$ cat config.mk
export PLATFORM = sky130hd
export DESIGN_NAME = adrv9001_tx_framer
export DESIGN_NICKNAME = d
export VERILOG_FILES = /design/src/rtl/adrv9001_tx_framer.sv
export SDC_FILE = /design/constraint.sdc
export NUM_CORES = 1
export LEC_CHECK = 0
export ABC_AREA = 1
export CORE_AREA = 2 2 118 120
export DETAILED_ROUTE_END_ITERATION = 16
export DIE_AREA = 0 0 120 122
export MAX_ROUTING_LAYER = met4
export PLACE_DENSITY = 0.59
export REMOVE_ABC_BUFFERS = 1
export SYNTH_ARGS = -nofsm -noshare
export SYNTH_HDL_FRONTEND = slang
export SYNTH_SLANG_ARGS = --single-unit
export TNS_END_PERCENT = 30
$ cat constraint.sdc
create_clock -name clk -period 1.8 [get_ports clk]
set_input_delay 0.27 -clock clk [delete_from_list [all_inputs] [get_ports clk]]
set_output_delay 0.27 -clock clk [all_outputs]
set_load 0.03 [all_outputs]
$ cat src/rtl/adrv9001_tx_framer.sv
// Transmit-side SSI framer for one ADRV9001 TX channel (dclk_div domain).
// Splits each 32-bit IQ sample into a two-cycle slot of I/Q/strobe bytes and owns the TX enable pin.
module adrv9001_tx_framer #(
  parameter int         DBG_EN       = 0,
  parameter logic [7:0] STROBE_WORD0 = 8'h80,
  parameter logic [7:0] STROBE_WORD1 = 8'h00
) (
  input  logic        clk,
  input  logic        rstn,
  input  logic        enable,
  input  logic        enable_mode,
  input  logic [15:0] enable_delay,
  input  logic [15:0] disable_delay,
  input  logic [31:0] s_axis_tdata,
  input  logic        s_axis_tvalid,
  output logic        s_axis_tready,
  output logic [7:0]  i_data,
  output logic [7:0]  q_data,
  output logic [7:0]  strobe,
  output logic        adrv9001_enable,
  output logic [15:0] underflow_cnt,
  output logic [31:0] dbg
);

  typedef enum logic [1:0] {IDLE, EN_WAIT, ACTIVE, DIS_WAIT} state_t;

  state_t      state, state_nxt;
  logic [15:0] cnt, cnt_nxt;
  logic        phase;
  logic        slot_live;
  logic [15:0] hold_lo;

  // Only the second-byte half of a sample needs holding; the first half goes straight out.
  always_ff @(posedge clk or negedge rstn) begin
    if (!rstn) begin
      phase           <= 1'b0;
      state           <= IDLE;
      cnt             <= 16'd0;
      adrv9001_enable <= 1'b0;
    end else begin
      phase           <= ~phase;
      state           <= state_nxt;
      cnt             <= cnt_nxt;
      adrv9001_enable <= enable_mode && (state != IDLE);
    end
  end

  always_comb begin
    state_nxt = state;
    cnt_nxt   = cnt;
    if (phase) begin
      case (state)
        IDLE: begin
          if (enable) begin
            cnt_nxt   = enable_delay;
            state_nxt = EN_WAIT;
          end
        end
        EN_WAIT: begin
          if (!enable)          state_nxt = IDLE;
          else if (cnt == 16'd0) state_nxt = ACTIVE;
          else                   cnt_nxt   = cnt - 16'd1;
        end
        ACTIVE: begin
          if (!enable) begin
            cnt_nxt   = disable_delay;
            state_nxt = DIS_WAIT;
          end
        end
        DIS_WAIT: begin
          if (enable)            state_nxt = ACTIVE;
          else if (cnt == 16'd0) state_nxt = IDLE;
          else                   cnt_nxt   = cnt - 16'd1;
        end
        default: state_nxt = IDLE;
      endcase
    end
  end

  assign s_axis_tready = phase && (state == ACTIVE || state == DIS_WAIT) && (state_nxt != IDLE);

  // An empty slot still emits strobes so the receiver stays word-aligned; its data is zero.
  always_ff @(posedge clk or negedge rstn) begin
    if (!rstn) begin
      i_data        <= 8'd0;
      q_data        <= 8'd0;
      strobe        <= 8'd0;
      hold_lo       <= 16'd0;
      slot_live     <= 1'b0;
      underflow_cnt <= 16'd0;
    end else if (s_axis_tready) begin
      slot_live <= 1'b1;
      strobe    <= STROBE_WORD0;
      if (s_axis_tvalid) begin
        i_data  <= s_axis_tdata[31:24];
        q_data  <= s_axis_tdata[15:8];
        hold_lo <= {s_axis_tdata[23:16], s_axis_tdata[7:0]};
      end else begin
        i_data  <= 8'd0;
        q_data  <= 8'd0;
        hold_lo <= 16'd0;
        if (underflow_cnt != 16'hFFFF)
          underflow_cnt <= underflow_cnt + 16'd1;
      end
    end else if (!phase && slot_live) begin
      slot_live <= 1'b0;
      i_data    <= hold_lo[15:8];
      q_data    <= hold_lo[7:0];
      strobe    <= STROBE_WORD1;
    end else begin
      slot_live <= 1'b0;
      i_data    <= 8'd0;
      q_data    <= 8'd0;
      strobe    <= 8'd0;
    end
  end

  generate
    if (DBG_EN != 0) begin : g_dbg
      assign dbg = {13'd0, state, phase, cnt};
    end else begin : g_no_dbg
      assign dbg = 32'd0;
    end
  endgenerate

endmodule

# Yosys cells after proc, flatten, opt, wreduce, memory -nomap -nowiden
# Index checks and enable logic that the tools add are counted.
[totals] latchBits=0 in_bits=69 ff_bits=77 ram_bits=0 elab_cells=57 memories=0 rom_bits=0
[classes] n_mul=0 reduce_logical=12 n_eq_ne=8 order_cmp=0 n_shift=0 n_addsub=2 n_bitwise=2 div_mod_pow=0 muxes=23
[op_table] cell="$mux W16" n=6
[op_table] cell="$pmux W16 S4" n=1
[op_table] cell="$mux W8" n=7
[op_table] cell="$add A16 B1 Y16 const B" n=1
[op_table] cell="$logic_not A16 Y1" n=1
[op_table] cell="$ne A16 B16 Y1 const B" n=1
[op_table] cell="$sub A16 B1 Y16 const B" n=1
[op_table] cell="$mux W2" n=7
[op_table] cell="$ne A2 B2 Y1 const B" n=4
[op_table] cell="$pmux W2 S4" n=1
[op_table] cell="$reduce_and A5 Y1" n=1
[op_table] cell="$eq A2 B2 Y1 const B" n=2
[op_table] cell="$logic_and A1 B1 Y1" n=4
[op_table] cell="$reduce_bool A2 Y1" n=2
[op_table] cell="$reduce_and A3 Y1" n=1
[op_table] cell="$eq A2 B1 Y1 const B" n=1
[op_table] cell="$logic_not A2 Y1" n=1
[op_table] cell="$not A1 Y1" n=2
[op_table] cell="$logic_not A1 Y1" n=1
[op_table] cell="$logic_or A1 B1 Y1" n=1
[op_table] cell="$mux W1" n=1

# Longest topological paths before layout
# Gate-level depths: netlist (run 1).
[depth] depth_word=8 depth_mapped=13 mapped_depth_nobuf=12

# Least setup slack after synthesis (run 1)
# Ideal clock, no wire load.
[synth_timing] path_type="reg2reg" from="register underflow_cnt[0]" to="register underflow_cnt[9]" slack_ps=-47 stages_incl_launch_ff=9 arrival_time_ps=1782 synth_period_minus_slack_ps=1847 n_path_buf=1 path_cell_list="dfrtp_1 > ha_1 > nand3_1 > nor4_2 > nand3_1 > nand2_2 > buf_6 > nand2_1 > nand2_1"
[synth_between] elab_chain_cells=2 word_cells_on_any_way=3
[synth_lines] element="start, declared" line_no="21" source="output logic [15:0] underflow_cnt,"
[synth_lines] element="start signal, assigned" line_no="103" source="underflow_cnt <= underflow_cnt + 16'd1;"
[synth_lines] element="branches (longest 2 deep; another with $add A16 B1 Y16)"
# Parallel ways; which one is timed is not known.
# A chain may end at the register's enable or synchronous reset.

# Final worst setup path (run 1)
[layout_timing] from="register cnt[0]" to="output s_axis_tready"
[layout_between] elab_chain_cells=7 word_cells_on_any_way=9
[layout_lines] element="start, declared" line_no="28" source="logic [15:0] cnt, cnt_nxt;"
[layout_lines] element="start signal, assigned" line_no="43" source="cnt <= cnt_nxt;"
[layout_lines] element="$logic_not A16 Y1 *" line_no="61, 72"
[layout_lines] element="$mux W2 (on tied branches)" line_no="72, 61"
[layout_lines] element="$mux W2 (on tied branches)" line_no="71, 60"
[layout_lines] element="$pmux W2 S4 *" line_no="52" source="case (state)"
[layout_lines] element="$mux W2 *" line_no="51" source="if (phase) begin"
[layout_lines] element="$reduce_bool A2 Y1 *" line_no="80" source="assign s_axis_tready = phase && (state == ACTIVE || state == DIS_WAIT) && (state_nxt != IDLE);"
[layout_lines] element="$logic_and A1 B1 Y1 *" line_no="80"
[layout_lines] element="end, declared" line_no="16" source="output logic s_axis_tready,"
# Mark *: on every way between the ends. The rest lies on a longest branch, timed or not.

==> results.yml, run 1 <==
outcome:
  outcome: "finished, violations left"
  violations: "negative setup slack"
timing:
  hold_viol_final: 0
  worstMarginPinSlew_ps: 746
  final-setup-viol-count: 31
  finalWorstSetupSlack_ps: -116
  fmax_mhz: 522
  whs_ps: 452
  period_needed_ps: 1920
  rsz0062_at_grt: "true"
  finClkSkew_ps: 7.65
  timing.final.crit_share_pct: 106
  slew_headroom_pct: 50.1
  maxSlewViolCount: 0
  tns_ps: -1330
routing:
  drt_iter0_drc: 318
  wl_per_cell_um: 13.3
  firstDrtPassIters: 4
  wirelength_um: 10900
  drc_errors: 0
  vias: 3716
  vias_per_cell: 4.53
  ant_nets: 0
power:
  p_leak_uw: 0.00280
  power_frac_comb_pct: 14.7
  switching_share_pct: 23.6
  intPower_uw: 3590
  ir_worst_vdd_mv: 0.301
  seqPwrFrac_pct: 35.1
  power.density_mw_per_mm2: 777
  p_switching_uw: 1110
  clock_power_share_pct: 50.3
die:
  die-width_um: 120
  dieArea_mm2: 0.0146
  coreArea_mm2: 0.0135
  ioPinCount: 143
  start_util_pct: 29.3
  die_h_um: 122
  fp-row-count: 43
clock_tree:
  clockBufferDepth: 2
  tritoncts: "built"
  cts_sinks: 69
  cts_root_buf: "clkbuf_16"
  cts_buffers: 9
  htree_num_levels: 3
  clk-insertion-delay-late_ps: 340
  clk_pin_slew_ps: 60
synthesis:
  synth_cell_types: 37
  syn-cell-area_mm2: 0.00396
  synthCells: 493
  synthArstFlopShare_pct: 100
  yosysMostFrequentCell: "nand2_1"
  ys.flop_type: "dfrtp_1"
  ys_warn_count: 0
  ys_ff_latch: 69
  synth_edf_count: 0
  yosysTopAreaCell: "dfrtp_1"
  synth_commonest_cells: "nand2_1, nand3_1, dfrtp_1"
  yosysTopAreaCellShare_pct: 43.7
  synthTopCellsByArea: "dfrtp_1, nand2_1, nand3_1"
  ys_seq_area_share_pct: 43.7
  syn_avg_cell_area_um2: 8.02
worst_hold_path:
  whs_endpoint: "adrv9001_enable$_DFF_PN0_"
  hold_class: "input pin to flop"
  holdPathStages: 3
  min_from: "enable_mode"
global_route:
  grt_pass1_wl_um: 16600
  grt-ovfl-total: 0
  grt_max_degree: 70
  grt_pass1_vias: 3434
  antenna_found_initial: 0
  grt_use_total_pct: 14.8
cells_and_area:
  syn2layout_area_growth_pct: 52.8
  drive_gt1_share_pct: 20.3
  fin_nets: 708
  regArea_mm2: 0.00173
  antenna_cells: 0
  postLayoutCellArea_mm2: 0.00604
  multi_input_area_mm2: 0.00197
  fill_cells: 1318
placement:
  placed_area_mm2: 0.00520
  globalplace.congestion: 0.886
  pre_cts_ws_ps: -46.5
  dp_hpwl_um: 7250
  numPortBuffers: 103
setup_path:
  cp-end-kind: "primary output"
  rr_worst_depth: 14
  critPathLaunchType: "flop"
  cp.required_ps: 1530
  arrival_ps: 1650
  criticalPathCategory: "flop to primary output"
  worstPathMaxFanout: 2
  regToRegStartpoint: "cnt[0]$_DFFE_PN0P_"
  r2r_setup_slack_ps: -80
  worstReg2RegEnd: "q_data[2]$_DFF_PN0_"
job:
  cap_viol_max_count: 0
[layout make-up]
cell class                 instances  share of cell area, %
sequential                        69                   28.6
clock inverter                     6                   2.61
clock buffer                      10                   3.95
multi-input combinational        358                   32.7
tap                              180                   3.73
timing repair buffer             153                   25.7
inverter                          45                   2.80
[cells by family after synthesis]
kind of cell	synth area share, %
buffers and inverters	14.7
flip-flops	43.7
AND/OR/NAND/NOR	25.7
XOR/XNOR	3.32
AO/OA/AOI/OAI	11.3
adder cells (fa/ha/maj)	0.949
other	0.0948
multiplexers	0.253
[cell usage in the layout (no fill, tap or decap), types with 2 or more instances in the layout]
cell type and count:
o21ai_2 15, xnor2_1 7, o21ai_0 10, nand2_2 3, a22o_1 4, nor2_2 8
a41oi_1 7, nand4_1 3, clkdlybuf4s50_1 97, conb_1 39, clkbuf_16 13, dfrtp_1 69
bufinv_16 5, xor2_1 8, a22oi_1 2, nand2_1 102, nor2_1 37, nor3_1 4
nand3_1 48, inv_1 37, nand3_2 22, inv_2 8, a21oi_1 4, nor4_1 2
o21ai_1 18, buf_12 5, dlymetal6s2s_1 3, buf_4 38, buf_6 3
[state kept, by name, indices dropped and copies added, names as in the netlist, 2 cells and up]
| register | count |
|---|---|
| cnt | 16 |
| state | 2 |
| i_data | 8 |
| q_data | 8 |
| underflow_cnt | 16 |
| hold_lo | 16 |
[power groups by stage]
stage               sequential (uW)  clock (uW)  combinational [uW]
finish                         1650        2360                 689
global route                   1650        2460                 759
CTS                            1650        2410                 642
detailed placement             1670           0                 618
global placement               1670           0                 613
floorplan                      1680           0                 283
[routing by layer]
layer	vias to the layer above	global-route usage, %	wire (um)
met2	103	22.7	5430
met3	18	2.39	484
met1	1772	19.0	4810
li1	1823	-	-
met5	-	-	0
met4	0	7.35	225
[critical path: stages, from the launching register on]
cell	delay, ps
dfrtp_1	390
inv_2	80
ha_4	140
inv_2	30
nor2_2	60
nand2_1	60
nor2_2	90
nand2_2	70
o211ai_4	170
inv_2	60
buf_6	140
[worst max path at each step]
stage | startpoint | slack (ps) | endpoint | cells past startpoint
floorplan | underflow_cnt[0]$_DFFE_PN0P_ | -240 | underflow_cnt[9]$_DFFE_PN0P_ | 7
global placement | enable | 20 | cnt[4]$_DFFE_PN0P_ | 8
detailed placement | enable | -50 | cnt[7]$_DFFE_PN0P_ | 8
CTS | cnt[0]$_DFFE_PN0P_ | -150 | s_axis_tready | 10
global route | cnt[0]$_DFFE_PN0P_ | -230 | s_axis_tready | 10
finish | cnt[0]$_DFFE_PN0P_ | -120 | s_axis_tready | 10
[stage by stage]
stage                     total power (uW)  std cells  util (%)
after floorplan                       1960        472         -
after CTS                             4700        809      42.1
final                                 4700        821      44.8
after detailed placement              2290        786      38.5
after global routing                  4870        821      44.8
after global placement                2280        786      38.5
[timing repair]
action / CTS / global route
endpoints found under the setup margin: 2 / 59
setup buffers: 6 / 7
hold buffers: 1 / 0
endpoints found under the hold margin: 69 / 0
pin swaps: 3 / 3
resized for setup: 14 / 58
cloned: 0 / 6
(Power assumes the default switching activity.)
==> run 2, diff against run 1 <==
--- a/config.mk
+++ b/config.mk
@@ -15,4 +15,4 @@
 export SYNTH_ARGS = -nofsm -noshare
 export SYNTH_HDL_FRONTEND = slang
 export SYNTH_SLANG_ARGS = --single-unit
-export TNS_END_PERCENT = 30
+export TNS_END_PERCENT = 50
==> run 2 against run 1 <==
Effect of this change: the flow still finishes with violations (negative setup slack); sequential power is essentially flat; non-clock buffer count up 1; critical endpoint unchanged; sequential share of layout area shrank 0.077 points; register-to-register slack about the same.
==> results.yml, run 2 (synthesis results as in run 1) <==
outcome:
  outcome: "finished, violations left"
  violations: "negative setup slack"
die:
  fp-row-count: 43
  die_h_um: 122
  die-width_um: 120
  ioPinCount: 143
  dieArea_mm2: 0.0146
  coreArea_mm2: 0.0135
  start_util_pct: 29.3
setup_path:
  crit_top_cell: "inv_2"
  worstPathMaxFanout: 2
  arrival_ps: 1640
  critPathLaunchType: "flop"
  regToRegStartpoint: "cnt[0]$_DFFE_PN0P_"
  cp-end-kind: "primary output"
  worstReg2RegEnd: "q_data[2]$_DFF_PN0_"
  r2r_setup_slack_ps: -90
  critPathSlowestCell: "dfrtp_1"
  worstSetupEndpoint: "s_axis_tready"
  worst-path-buf-inv: 4
  crit_family: "flip-flops"
  critPathMaxStageDelay_ps: 390
  criticalPathCategory: "flop to primary output"
  startpoint: "cnt[0]$_DFFE_PN0P_"
  crit_cells: 10
  path_cells: "inv_2 > ha_4 > inv_2 > nor2_2 > nand2_1 > nor2_2 > nand2_2 > o211ai_4 > inv_2 > buf_6"
  rr_worst_depth: 14
  cp.required_ps: 1530
routing:
  drt_iter0_drc: 288
  wirelength_um: 11000
  ant_nets: 0
  firstDrtPassIters: 4
  vias_per_cell: 4.52
  wl_per_cell_um: 13.3
  drc_errors: 0
  vias: 3714
timing:
  finalWorstSetupSlack_ps: -114
  hold_viol_final: 0
  whs_ps: 453
  final-setup-viol-count: 31
  slew_headroom_pct: 49.7
  maxSlewViolCount: 0
  finClkSkew_ps: 8.25
  tns_ps: -1320
  worstMarginPinSlew_ps: 752
  fmax_mhz: 522
  period_needed_ps: 1910
  timing.final.crit_share_pct: 106
  rsz0062_at_grt: "true"
clock_tree:
  clk-insertion-delay-late_ps: 340
  cts_sinks: 69
  cts_buffers: 9
  clk_pin_slew_ps: 60
  tritoncts: "built"
  cts_root_buf: "clkbuf_16"
  clockBufferDepth: 2
  htree_num_levels: 3
placement:
  dp_hpwl_um: 7250
  numPortBuffers: 103
  placed_area_mm2: 0.00520
  globalplace.congestion: 0.886
  dp.cells: 786
cells_and_area:
  drive_gt1_share_pct: 20.6
  antenna_cells: 0
  fin_nets: 709
  syn2layout_area_growth_pct: 53.2
  final_common_cell: "nand2_1"
  reg.largest.list: "cnt x16, hold_lo x16, underflow_cnt x16"
  postLayoutCellArea_mm2: 0.00606
  fin_cells: 822
  final_cell_mix: "nand2_1, clkdlybuf4s50_1, dfrtp_1"
global_route:
  grt_pass1_wl_um: 16600
  grt_use_total_pct: 14.8
  grt-ovfl-total: 0
  antenna_found_initial: 0
  grt_max_degree: 70
  grt_pass1_vias: 3434
power:
  p_leak_uw: 0.00281
  power_uw: 4690
  ir_worst_vdd_mv: 0.296
  power.density_mw_per_mm2: 774
worst_hold_path:
  hold_class: "input pin to flop"
job:
  cap_viol_max_count: 0
## run 2: cell types whose count changed in the layout (fill, tap and decap cells not counted), sizes merged
| cell | before | now |
|---|---|---|
| buf | 47 | 48 |
## run 2: worst min-delay path by stage
stage                start                   endpoint  slack (ps)  cells past startpoint
2_1_floorplan         rstn  adrv9001_enable$_DFF_PN0_         -30                      0
3_3_place_gp          rstn         cnt[7]$_DFFE_PN0P_         330                      2
3_5_place_dp          rstn         cnt[7]$_DFFE_PN0P_         330                      2
4_1_cts        enable_mode  adrv9001_enable$_DFF_PN0_         440                      3
5_1_grt        enable_mode  adrv9001_enable$_DFF_PN0_         470                      3
6_report       enable_mode  adrv9001_enable$_DFF_PN0_         450                      3
## run 2: timing repair
action	4_1_cts	5_1_grt
gates resized for setup	14	59
cloned	0	7
pin swaps	3	3
hold buffers	1	0
setup endpoints to repair	2	59
endpoints found under the hold margin	69	0
setup buffers	6	7
## run 2: power breakdown
| part | leakage [uW] | internal [uW] | switching, uW |
|---|---|---|---|
| clock network | 0.000189 | 1670 | 685 |
| registers | 0.000834 | 1600 | 44.5 |
| logic | 0.00179 | 313 | 376 |
| total | 0.00281 | 3590 | 1110 |
## run 2: stage by stage
stage,worst slack (ps),utilization [%]
3_5_place_dp,-46.5,38.5
2_1_floorplan,-240,-
3_3_place_gp,21.4,38.5
5_1_grt,-230,44.9
4_1_cts,-151,42.1
6_report,-114,44.9
## run 2: tightest hold or removal path: cells and delay by family
| family | cells | cell delay (ps) |
|---|---|---|
| and+or+nand+nor | 1 | 40 |
| buffers and inverters | 2 | 450 |
## run 2: cell type report
cell class              instances  area (um^2)
clock buffers                  10          239
well taps                     180          225
clock inverters                 6          158
inverters                      45          169
fillers                      1320         7440
repair buffers                154         1560
flip-flops and latches         69         1730
multi-input cells             358         1980
## run 2: per-layer routing
layer / track usage (%) / part of all wire [%] / vias up
met2: 22.7 / 50 / 88
met3: 2.39 / 3.8 / 15
met5: - / 0 / -
met1: 19.0 / 44 / 1784
li1: - / - / 1827
met4: 7.35 / 1.7 / 0
